===== src/rtl/sevenseg_pkg.sv =====
// Shared types and constants for the eight-digit multiplexed seven-segment scanner.
package sevenseg_pkg;

  localparam int         NUM_DIGITS = 8;
  localparam int         DIGIT_W    = $clog2(NUM_DIGITS);
  localparam logic [6:0] SEG_OFF    = 7'h7F;
  localparam logic [7:0] AN_OFF     = 8'hFF;

  typedef enum logic {
    BLANK,
    SHOW
  } state_e;

  // Index of the most significant non-zero nibble; 0 when the whole word is zero.
  function automatic logic [DIGIT_W-1:0] highest_nz(input logic [31:0] v);
    logic [DIGIT_W-1:0] idx;
    idx = '0;
    for (int i = 0; i < NUM_DIGITS; i++) begin
      if (v[i*4 +: 4] != 4'h0) idx = DIGIT_W'(i);
    end
    return idx;
  endfunction

endpackage


===== src/rtl/seg_decode.sv =====
// Combinational hex-to-glyph table; segments CA..CG on bits 0..6, active-low.
module seg_decode
  import sevenseg_pkg::*;
(
  input  logic [3:0] nibble_i,
  output logic [6:0] seg_o
);

  always_comb begin
    seg_o = SEG_OFF;
    case (nibble_i)
      4'h0: seg_o = 7'h40;
      4'h1: seg_o = 7'h79;
      4'h2: seg_o = 7'h24;
      4'h3: seg_o = 7'h30;
      4'h4: seg_o = 7'h19;
      4'h5: seg_o = 7'h12;
      4'h6: seg_o = 7'h02;
      4'h7: seg_o = 7'h78;
      4'h8: seg_o = 7'h00;
      4'h9: seg_o = 7'h10;
      4'hA: seg_o = 7'h08;
      4'hB: seg_o = 7'h03;
      4'hC: seg_o = 7'h46;
      4'hD: seg_o = 7'h21;
      4'hE: seg_o = 7'h06;
      4'hF: seg_o = 7'h0E;
      default: seg_o = SEG_OFF;
    endcase
  end

endmodule


===== src/rtl/sevenseg_scan.sv =====
// Eight-digit display scanner with blanking gaps and a per-frame input buffer.
// Define SEVENSEG_LZ_BLANK_EN to darken leading-zero digits (digit 0 always lit).
module sevenseg_scan
  import sevenseg_pkg::*;
#(
  parameter int SCAN_DIV     = 100000,
  parameter int BLANK_CYCLES = 1000
) (
  input  logic        clk,
  input  logic        reset,
  input  logic [31:0] value,
  input  logic [7:0]  dp_mask,
  input  logic [7:0]  digit_en,
  output logic [7:0]  an,
  output logic [6:0]  seg,
  output logic        dp,
  output logic        frame_done
);

  localparam int MAXC = (SCAN_DIV > BLANK_CYCLES) ? SCAN_DIV : BLANK_CYCLES;
  localparam int CW   = (MAXC > 1) ? $clog2(MAXC) : 1;

  state_e             state_q, state_d;
  logic [DIGIT_W-1:0] digit_q, digit_d;
  logic [CW-1:0]      cnt_q, cnt_d;
  logic [31:0]        value_buf_q, value_buf_d;
  logic [7:0]         dp_buf_q, dp_buf_d;
  logic [7:0]         en_buf_q, en_buf_d;
  logic [7:0]         an_q, an_d;
  logic [6:0]         seg_q, seg_d;
  logic               dp_q, dp_d;
  logic               fd_q, fd_d;
  logic [3:0]         nibble;
  logic [6:0]         glyph;
  logic               lz_dark;

  always_ff @(posedge clk) begin
    if (!reset) begin
      state_q     <= BLANK;
      digit_q     <= '0;
      cnt_q       <= '0;
      value_buf_q <= '0;
      dp_buf_q    <= '0;
      en_buf_q    <= '0;
      an_q        <= AN_OFF;
      seg_q       <= SEG_OFF;
      dp_q        <= 1'b1;
      fd_q        <= 1'b0;
    end else begin
      state_q     <= state_d;
      digit_q     <= digit_d;
      cnt_q       <= cnt_d;
      value_buf_q <= value_buf_d;
      dp_buf_q    <= dp_buf_d;
      en_buf_q    <= en_buf_d;
      an_q        <= an_d;
      seg_q       <= seg_d;
      dp_q        <= dp_d;
      fd_q        <= fd_d;
    end
  end

  always_comb begin
    state_d     = state_q;
    digit_d     = digit_q;
    cnt_d       = cnt_q + CW'(1);
    value_buf_d = value_buf_q;
    dp_buf_d    = dp_buf_q;
    en_buf_d    = en_buf_q;
    case (state_q)
      BLANK: begin
        if (BLANK_CYCLES == 0 || cnt_q == CW'(BLANK_CYCLES - 1)) begin
          state_d = SHOW;
          cnt_d   = '0;
        end
      end
      SHOW: begin
        if (cnt_q == CW'(SCAN_DIV - 1)) begin
          digit_d = digit_q + DIGIT_W'(1);
          cnt_d   = '0;
          if (BLANK_CYCLES != 0) state_d = BLANK;
        end
      end
      default: begin
        state_d = BLANK;
        cnt_d   = '0;
      end
    endcase
    // Latch on the edge that starts digit 0, so the first digit already sees the new frame.
    if (state_d == SHOW && digit_d == '0 && (state_q != SHOW || digit_q != '0)) begin
      value_buf_d = value;
      dp_buf_d    = dp_mask;
      en_buf_d    = digit_en;
    end
  end

  assign nibble = value_buf_d[digit_d*4 +: 4];

  seg_decode u_seg_decode (
    .nibble_i (nibble),
    .seg_o    (glyph)
  );

`ifdef SEVENSEG_LZ_BLANK_EN
  assign lz_dark = (digit_d > highest_nz(value_buf_d));
`else
  assign lz_dark = 1'b0;
`endif

  // Outputs are decoded from next-state values so they move on the same edge as the scan.
  always_comb begin
    an_d  = AN_OFF;
    seg_d = SEG_OFF;
    dp_d  = 1'b1;
    fd_d  = (state_d == SHOW) && (digit_d == DIGIT_W'(NUM_DIGITS - 1)) &&
            (cnt_d == CW'(SCAN_DIV - 1));
    if (state_d == SHOW && en_buf_d[digit_d]) begin
      dp_d = ~dp_buf_d[digit_d];
      if (!lz_dark) begin
        an_d  = ~(8'(1) << digit_d);
        seg_d = glyph;
      end
    end
  end

  assign an         = an_q;
  assign seg        = seg_q;
  assign dp         = dp_q;
  assign frame_done = fd_q;

endmodule


===== config.mk =====
export PLATFORM = sky130hd
export DESIGN_NAME = sevenseg_scan
export DESIGN_NICKNAME = d
export VERILOG_FILES = /design/src/rtl/sevenseg_pkg.sv /design/src/rtl/seg_decode.sv /design/src/rtl/sevenseg_scan.sv
export SDC_FILE = /design/constraint.sdc
export NUM_CORES = 1
export LEC_CHECK = 0
export BUFFER_PORTS_ARGS = -buffer_cell sky130_fd_sc_hd__buf_2
export CAP_MARGIN = 20
export CORE_MARGIN = 4
export CORE_UTILIZATION = 35
export CTS_CLUSTER_SIZE = 16
export DETAILED_ROUTE_END_ITERATION = 12
export HOLD_SLACK_MARGIN = 0.15
export PLACE_DENSITY = 0.54
export SLEW_MARGIN = 40
export SYNTH_ARGS = -nofsm -noshare
export SYNTH_HDL_FRONTEND = slang
export SYNTH_SLANG_ARGS = --single-unit

===== constraint.sdc =====
create_clock -name clk -period 5.5 [get_ports clk]
set_clock_uncertainty 0.2 [all_clocks]
set_input_delay 1.1 -clock clk [delete_from_list [all_inputs] [get_ports clk]]
set_output_delay 1.1 -clock clk [all_outputs]
set_load 0.05 [all_outputs]

---- Yosys cells after proc, flatten, opt, wreduce, memory -nomap -nowiden ----
Memory sizes are Yosys's and may differ from the RTL's. A register that Yosys moved wholly into a read port is not among the register bits.
Index checks and enable logic that the tools add are counted.
cells by class
  bitwise operators ....................... 3
  shifts and indexed selects .............. 2
  order comparisons ....................... 1
  equal/unequal tests ..................... 4
  muxes and demuxes ....................... 15
  add/sub/neg operators ................... 2
  reductions and logical operators ........ 10
operators by type and width
  kind                                                         number
  equality test 17 bit (second input constant)                 2
  two-way mux 17 bit                                           2
  case mux 17 bit (2 select lines)                             1
  two-way mux 32 bit                                           1
  indexed part select 32 x 6 -> 4 bit                          1
  adder 17 x 1 -> 17 bit (second input constant)               1
  equality test 17 x 10 -> 1 bit (second input constant)       1
  two-way mux 8 bit                                            2
  NOT 8 bit                                                    1
  << shifter 1 x 3 -> 8 bit (first input constant)             1
  binary-select mux 1 bit (select 3 bit)                       2
  two-way mux 3 bit                                            2
  logical AND 1 bit                                            5
  less-than comparator 3 x 4 -> 1 bit (second input constant)  1
  two-way mux 1 bit                                            4
  adder 3 x 1 -> 3 bit (second input constant)                 1
  equality test 3 bit (second input constant)                  1
  zero test 3 bit                                              1
  nonzero test 3 bit                                           1
  NOT 1 bit                                                    2
  case mux 1 bit (2 select lines)                              1
  AND reduction 2 bit                                          1
  zero test 1 bit                                              1
  logical OR 1 bit                                             1
storage, ports and cells
  bits in registers ....................... 79
  input port bits ......................... 50
  output and inout bits ................... 17
  bits in read-only memories .............. 112
  memories ................................ 1
  word-level logic and storage cells ...... 47
memory list
  name             words  width  rd ports  clocked after Yosys merged registers in  wr ports  line              source
  (no name shown)  16     7      1         1                                        0         seg_decode.sv:11  case (nibble_i)

---- Depth between registers and ports, before layout ----
  depth in word-level cells ............... 12
  mapped depth ............................ 15
  mapped depth without buffers ............ 13

---- Cells and area by module ----
A second synthesis with hierarchy kept.
second synthesis, totals
  cells, all modules ...................... 510
  area total of the unflattened synthesis .. 4496.8 sq um
modules (own cells, without submodules)
  module         sequential area each (sq um)  cells an instance  area each (sq um)  times used
  sevenseg_scan  1721.7                        478                4221.5             1
  seg_decode     0.0                           32                 275.3              1

---- Worst setup path after synthesis ----
No wires, ideal clock.
  kind .................................... reg2reg
  start ................................... reg cnt_q[13]
  end ..................................... reg seg_q[0] (netlist: seg[0])
  path slack .............................. 2.012 ns
  arrival time ............................ 3.162 ns
  library setup time ...................... 0.126 ns
  cell stages (with the launch flop) ...... 14
  required time ........................... 5.174 ns
  path buffers ............................ 3
  clock period less this slack ............ 3.488 ns
  cells stage by stage .................... dfxtp_1 > buf_6 > or4_4 > nor4_4 > a211oi_2 > buf_2 > nand2_4 > buf_4 > mux2i_1 > o22ai_1 > o22a_1 > ha_1 > nor4b_2 > a211oi_2
between the ends
  longest elaborated chain between the ends .. 12
  elaborated cells between the ends (all ways) .. 18
  those cells by class .................... eq/ne (2); shift (1); mux (9); reduce/logical (6)
ends and longest elaborated chain
  element                                  line                  source
  from (decl)                              sevenseg_scan.sv:25   logic [CW-1:0] cnt_q, cnt_d;
  from (signal assigned)                   sevenseg_scan.sv:52   cnt_q <= cnt_d;
  equality test 17 bit                     sevenseg_scan.sv:78   if (cnt_q == CW'(SCAN_DIV - 1)) begin
  two-way mux 3 bit                        sevenseg_scan.sv:78
  two-way mux 3 bit                        sevenseg_scan.sv:70   case (state_q)
  zero test 3 bit                          sevenseg_scan.sv:90   if (state_d == SHOW && digit_d == '0 && (state_q != SHOW || digit_q != '0)) begin
  logical AND 1 bit (2 in series)          sevenseg_scan.sv:90
  two-way mux 8 bit                        sevenseg_scan.sv:90
  binary-select mux 1 bit (select 3 bit)   sevenseg_scan.sv:117  if (state_d == SHOW && en_buf_d[digit_d]) begin
  two-way mux 1 bit (not written as such)  sevenseg_scan.sv:117
  logical AND 1 bit                        sevenseg_scan.sv:117
  AND reduction 2 bit (no source line)     n/a
  zero test 1 bit (no source line)         n/a
  to (decl)                                sevenseg_scan.sv:30   logic [6:0] seg_q, seg_d;
Parallel ways exist; a longest one is shown, timed or not. The select of a mux whose other input is x is not followed.
A chain may end at the register's enable or synchronous reset.

---- Worst setup path after layout ----
  start ................................... reg cnt_q[0]
  end ..................................... reg seg_q[0] (netlist: seg[0])
The elaborated chain is that of the path after synthesis.

==> flow_summary_export.csv <==
group,metric,value,unit
run_status,status,"complete, no violations",
synth,synth-edff-count,0,
cts,cts_buffers,9,
sta,setup_violations,0,
routing,first_iter_violations,120,
placed_design,place_congestion,0.867,
pwr,sw_frac_of_total,20.9,%
pwr,share_comb_of_total_power,2.8,%
sta,timing.fmax,245,MHz
setup_path,critical_path_arrival,4.15,ns
cts,numClockSinks,86,
sta,final-hold-violation-count,0,
synth,syn_nets,521,
cts,cts_resized,0,
global_route,grt_max_degree,55,
floorplanning,dieWidth,118,microns
final_layout,fill_cells,1168,
pwr,p_leak,0.00187,uW
setup_path,crit_type,"register to register",
cts,hold_buffers,0,
cts,postCtsSetupBuffers,0,
global_route,globalRouteTotalUtil,15.4,%
sta,finalSetupTns,0,ns
cts,clk-insertion-delay-late,0.35,ns
setup_path,cp_cell_sequence,"ha_1 > and4bb_2 > a41oi_1 > a211oi_4 > nand2_4 > mux2_1 > a221oi_1 > a2bb2oi_2 > inv_1 > ha_1 > and4b_1 > a211oi_2",
routing,wire_per_inst,15.9,microns
floorplanning,initial_utilization,36.4,%
sta,worst_slew_pin_slew,0.716,ns
floorplanning,fp-row-count,39,
synth,synth_top_area_share,40.5,%
floorplanning,die_h,118,microns
setup_path,end_kind,"register",
pwr,peakVddDrop,0.136,mV
setup_path,rrSetupSlack,1.41,ns
pwr,power_density,254,nW/um^2
setup_path,crit_family,"compound AO/OA/AOI/OAI gates",
sta,layout_min_cycle_time,4.09,ns
synth,synth-seq-area-share,40.5,%
final_layout,mostFrequentLayoutCell,"dfxtp_1",
setup_path,cp_common_cell,"ha_1",
routing,ant_nets,0,
worst_hold_path,hold_class,"register to register",
synth,synth_top_cell_by_area,"dfxtp_1",
sta,slew_headroom,52.1,%
final_layout,final_cell_mix,"dfxtp_1 (86), buf_2 (65), nand2_1 (45)",
pwr,switchingPower,265,uW
synth,postSynthCellCount,462,
placed_design,portBuffers,66,
pwr,p_total,1260,uW
routing,wirelength,10600,microns
synth,synth_area,4250,sq um
floorplanning,dieArea,14000,sq um
final_layout,diodes,0,
synth,ys_types,70,
setup_path,startpoint_type,"register",
final_layout,fin_nets,580,
global_route,gr-total-overflow,0,
sta,drv_slew,0,
flow_run,max_cap_viol_count,0,
pwr,intPower,1000,uW
synth,syn_avg_cell_area,9.19,sq um
synth,synth_area_leaders,"dfxtp_1 (41%), mux2i_1 (7.1%), a21boi_0 (4.2%)",
setup_path,crit_required,5.57,ns
final_layout,syn_to_final_growth,17.1,%
setup_path,crit_buf_inv,1,
cts,clkTransAtPathRegs,0.06,ns
placed_design,hpwl,7660,microns
pwr,clkPwrFrac,47.7,%
synth,yosysWarnings,0,
floorplanning,core_area,11700,sq um
global_route,first_global_vias,3419,
synth,synthArstFlopShare,0,%
cts,root_buffer,"clkbuf_16",
routing,num_vias,3461,
sta,rsz0062_at_grt,"no",
setup_path,max_stage_delay,0.68,ns
synth,synthFlopType,"dfxtp_1",
cts,cts_tree,"yes",
routing,first_pass_iters,4,
synth,ys_seq_elements,86,
global_route,antenna_found_initial,0,
routing,drc,0,
sta,period_share,74.3,%
pwr,seq_power_share,49.6,%
routing,avgViaCountPerCell,5.17,
floorplanning,io_pins,67,
setup_path,worst-path-max-fanout,28,
cts,cts_htree_levels,3,
final_layout,drive_gt1_share,21.1,%
setup_path,cpMaxStageDelayCell,"a211oi_4",
global_route,grt_first_pass_wirelength,17300,microns
cts,clk_path_buf_depth,2,
[worst paths after layout]
kind	end	cells past startpoint	startpoint
setup / recovery	seg[0]$_SDFF_PN1_	12	cnt_q[0]$_SDFF_PN0_
hold / removal	value_buf_q[14]$_SDFF_PN0_	2	value_buf_q[14]$_SDFF_PN0_
setup reg to reg	seg[0]$_SDFF_PN1_	12	cnt_q[0]$_SDFF_PN0_
hold reg to reg	value_buf_q[14]$_SDFF_PN0_	2	value_buf_q[14]$_SDFF_PN0_
[synthesized netlist by cell type, drive strengths merged, types with 2 or more instances]
master and n:
dfxtp 86, nand2 47, nor2 31, mux2i 30, a21oi 28, a21boi 25
nor2b 23, o21ai 21, nand3 19, buf 12, clkbuf 11, xor2 11
ha 9, nand2b 9, xnor2 9, inv 8, nor3 7, and2 6
nand4 5, mux2 4, nor4 4, nor4b 4, o221ai 4, o22ai 4
a2bb2oi 3, a31oi 3, and3 3, o211ai 3, o21a 3, or4 3
a211oi 2, and4 2, nand4b 2, nor3b 2
[registers in the layout, indices dropped and copies added (netlist names)]
register     cells
value_buf_q     32
cnt_q           17
an               8
dp_buf_q         8
en_buf_q         8
seg              7
digit_q          3
dp               1
frame_done       1
state_q          1
[cell type report]
cell class	count	area (sq um)	area share (%)
sequential	86	1720	34.6
multi-input combinational	344	2370	47.7
tap	143	179	3.60
timing repair buffer	71	370	7.45
inverter	9	33.8	0.679
clock buffer	14	284	5.71
clock inverter	2	13.8	0.277
[worst reg2reg max path, stage by stage, from the launching register on]
cell and delay (ns):
dfxtp_1 0.39, ha_1 0.24, and4bb_2 0.26, a41oi_1 0.22, a211oi_4 0.68, nand2_4 0.41
mux2_1 0.44, a221oi_1 0.30, a2bb2oi_2 0.16, inv_1 0.15, ha_1 0.17, and4b_1 0.20
a211oi_2 0.20
[cells by family after synthesis]
kind of cell / synth area share, %
fa+ha+maj: 2.65
simple gates: 23.1
mux: 8.13
compound gates: 17.6
buf+inv: 3.89
xor+xnor: 4.12
flops: 40.5
[per-stage QoR]
step                      setup WS, ns  hold slack [ns]  cell area [sq um]  utilization (%)  instances
after floorplan                   2.01            0.236               4250                -        462
after global placement            1.32            0.252               4670             40.0        653
after detailed placement          1.41            0.261               4670             40.1        653
after CTS                         1.38            0.270               4970             42.6        669
after global routing              1.06            0.289               4970             42.6        669
final                             1.41            0.266               4970             42.6        669
[power groups by stage]
stage	clock network, uW	logic (uW)	registers (uW)
2_1_floorplan	0	13.9	640
3_3_place_gp	0	35.2	640
3_5_place_dp	0	35.4	640
4_1_cts	621	35.6	627
5_1_grt	645	39.2	627
6_report	603	35.3	627
[layer usage]
layer	routed length [microns]	vias to the layer above	track usage [%]	part of all wire, %
met2	4630	71	23.8	44
met5	0	-	0	0
met3	492	12	3.58	4.6
met1	5320	1619	20.8	50
li1	-	1759	-	-
met4	188	0	6.23	1.8
Note: power is estimated with default switching activity, not from simulation.
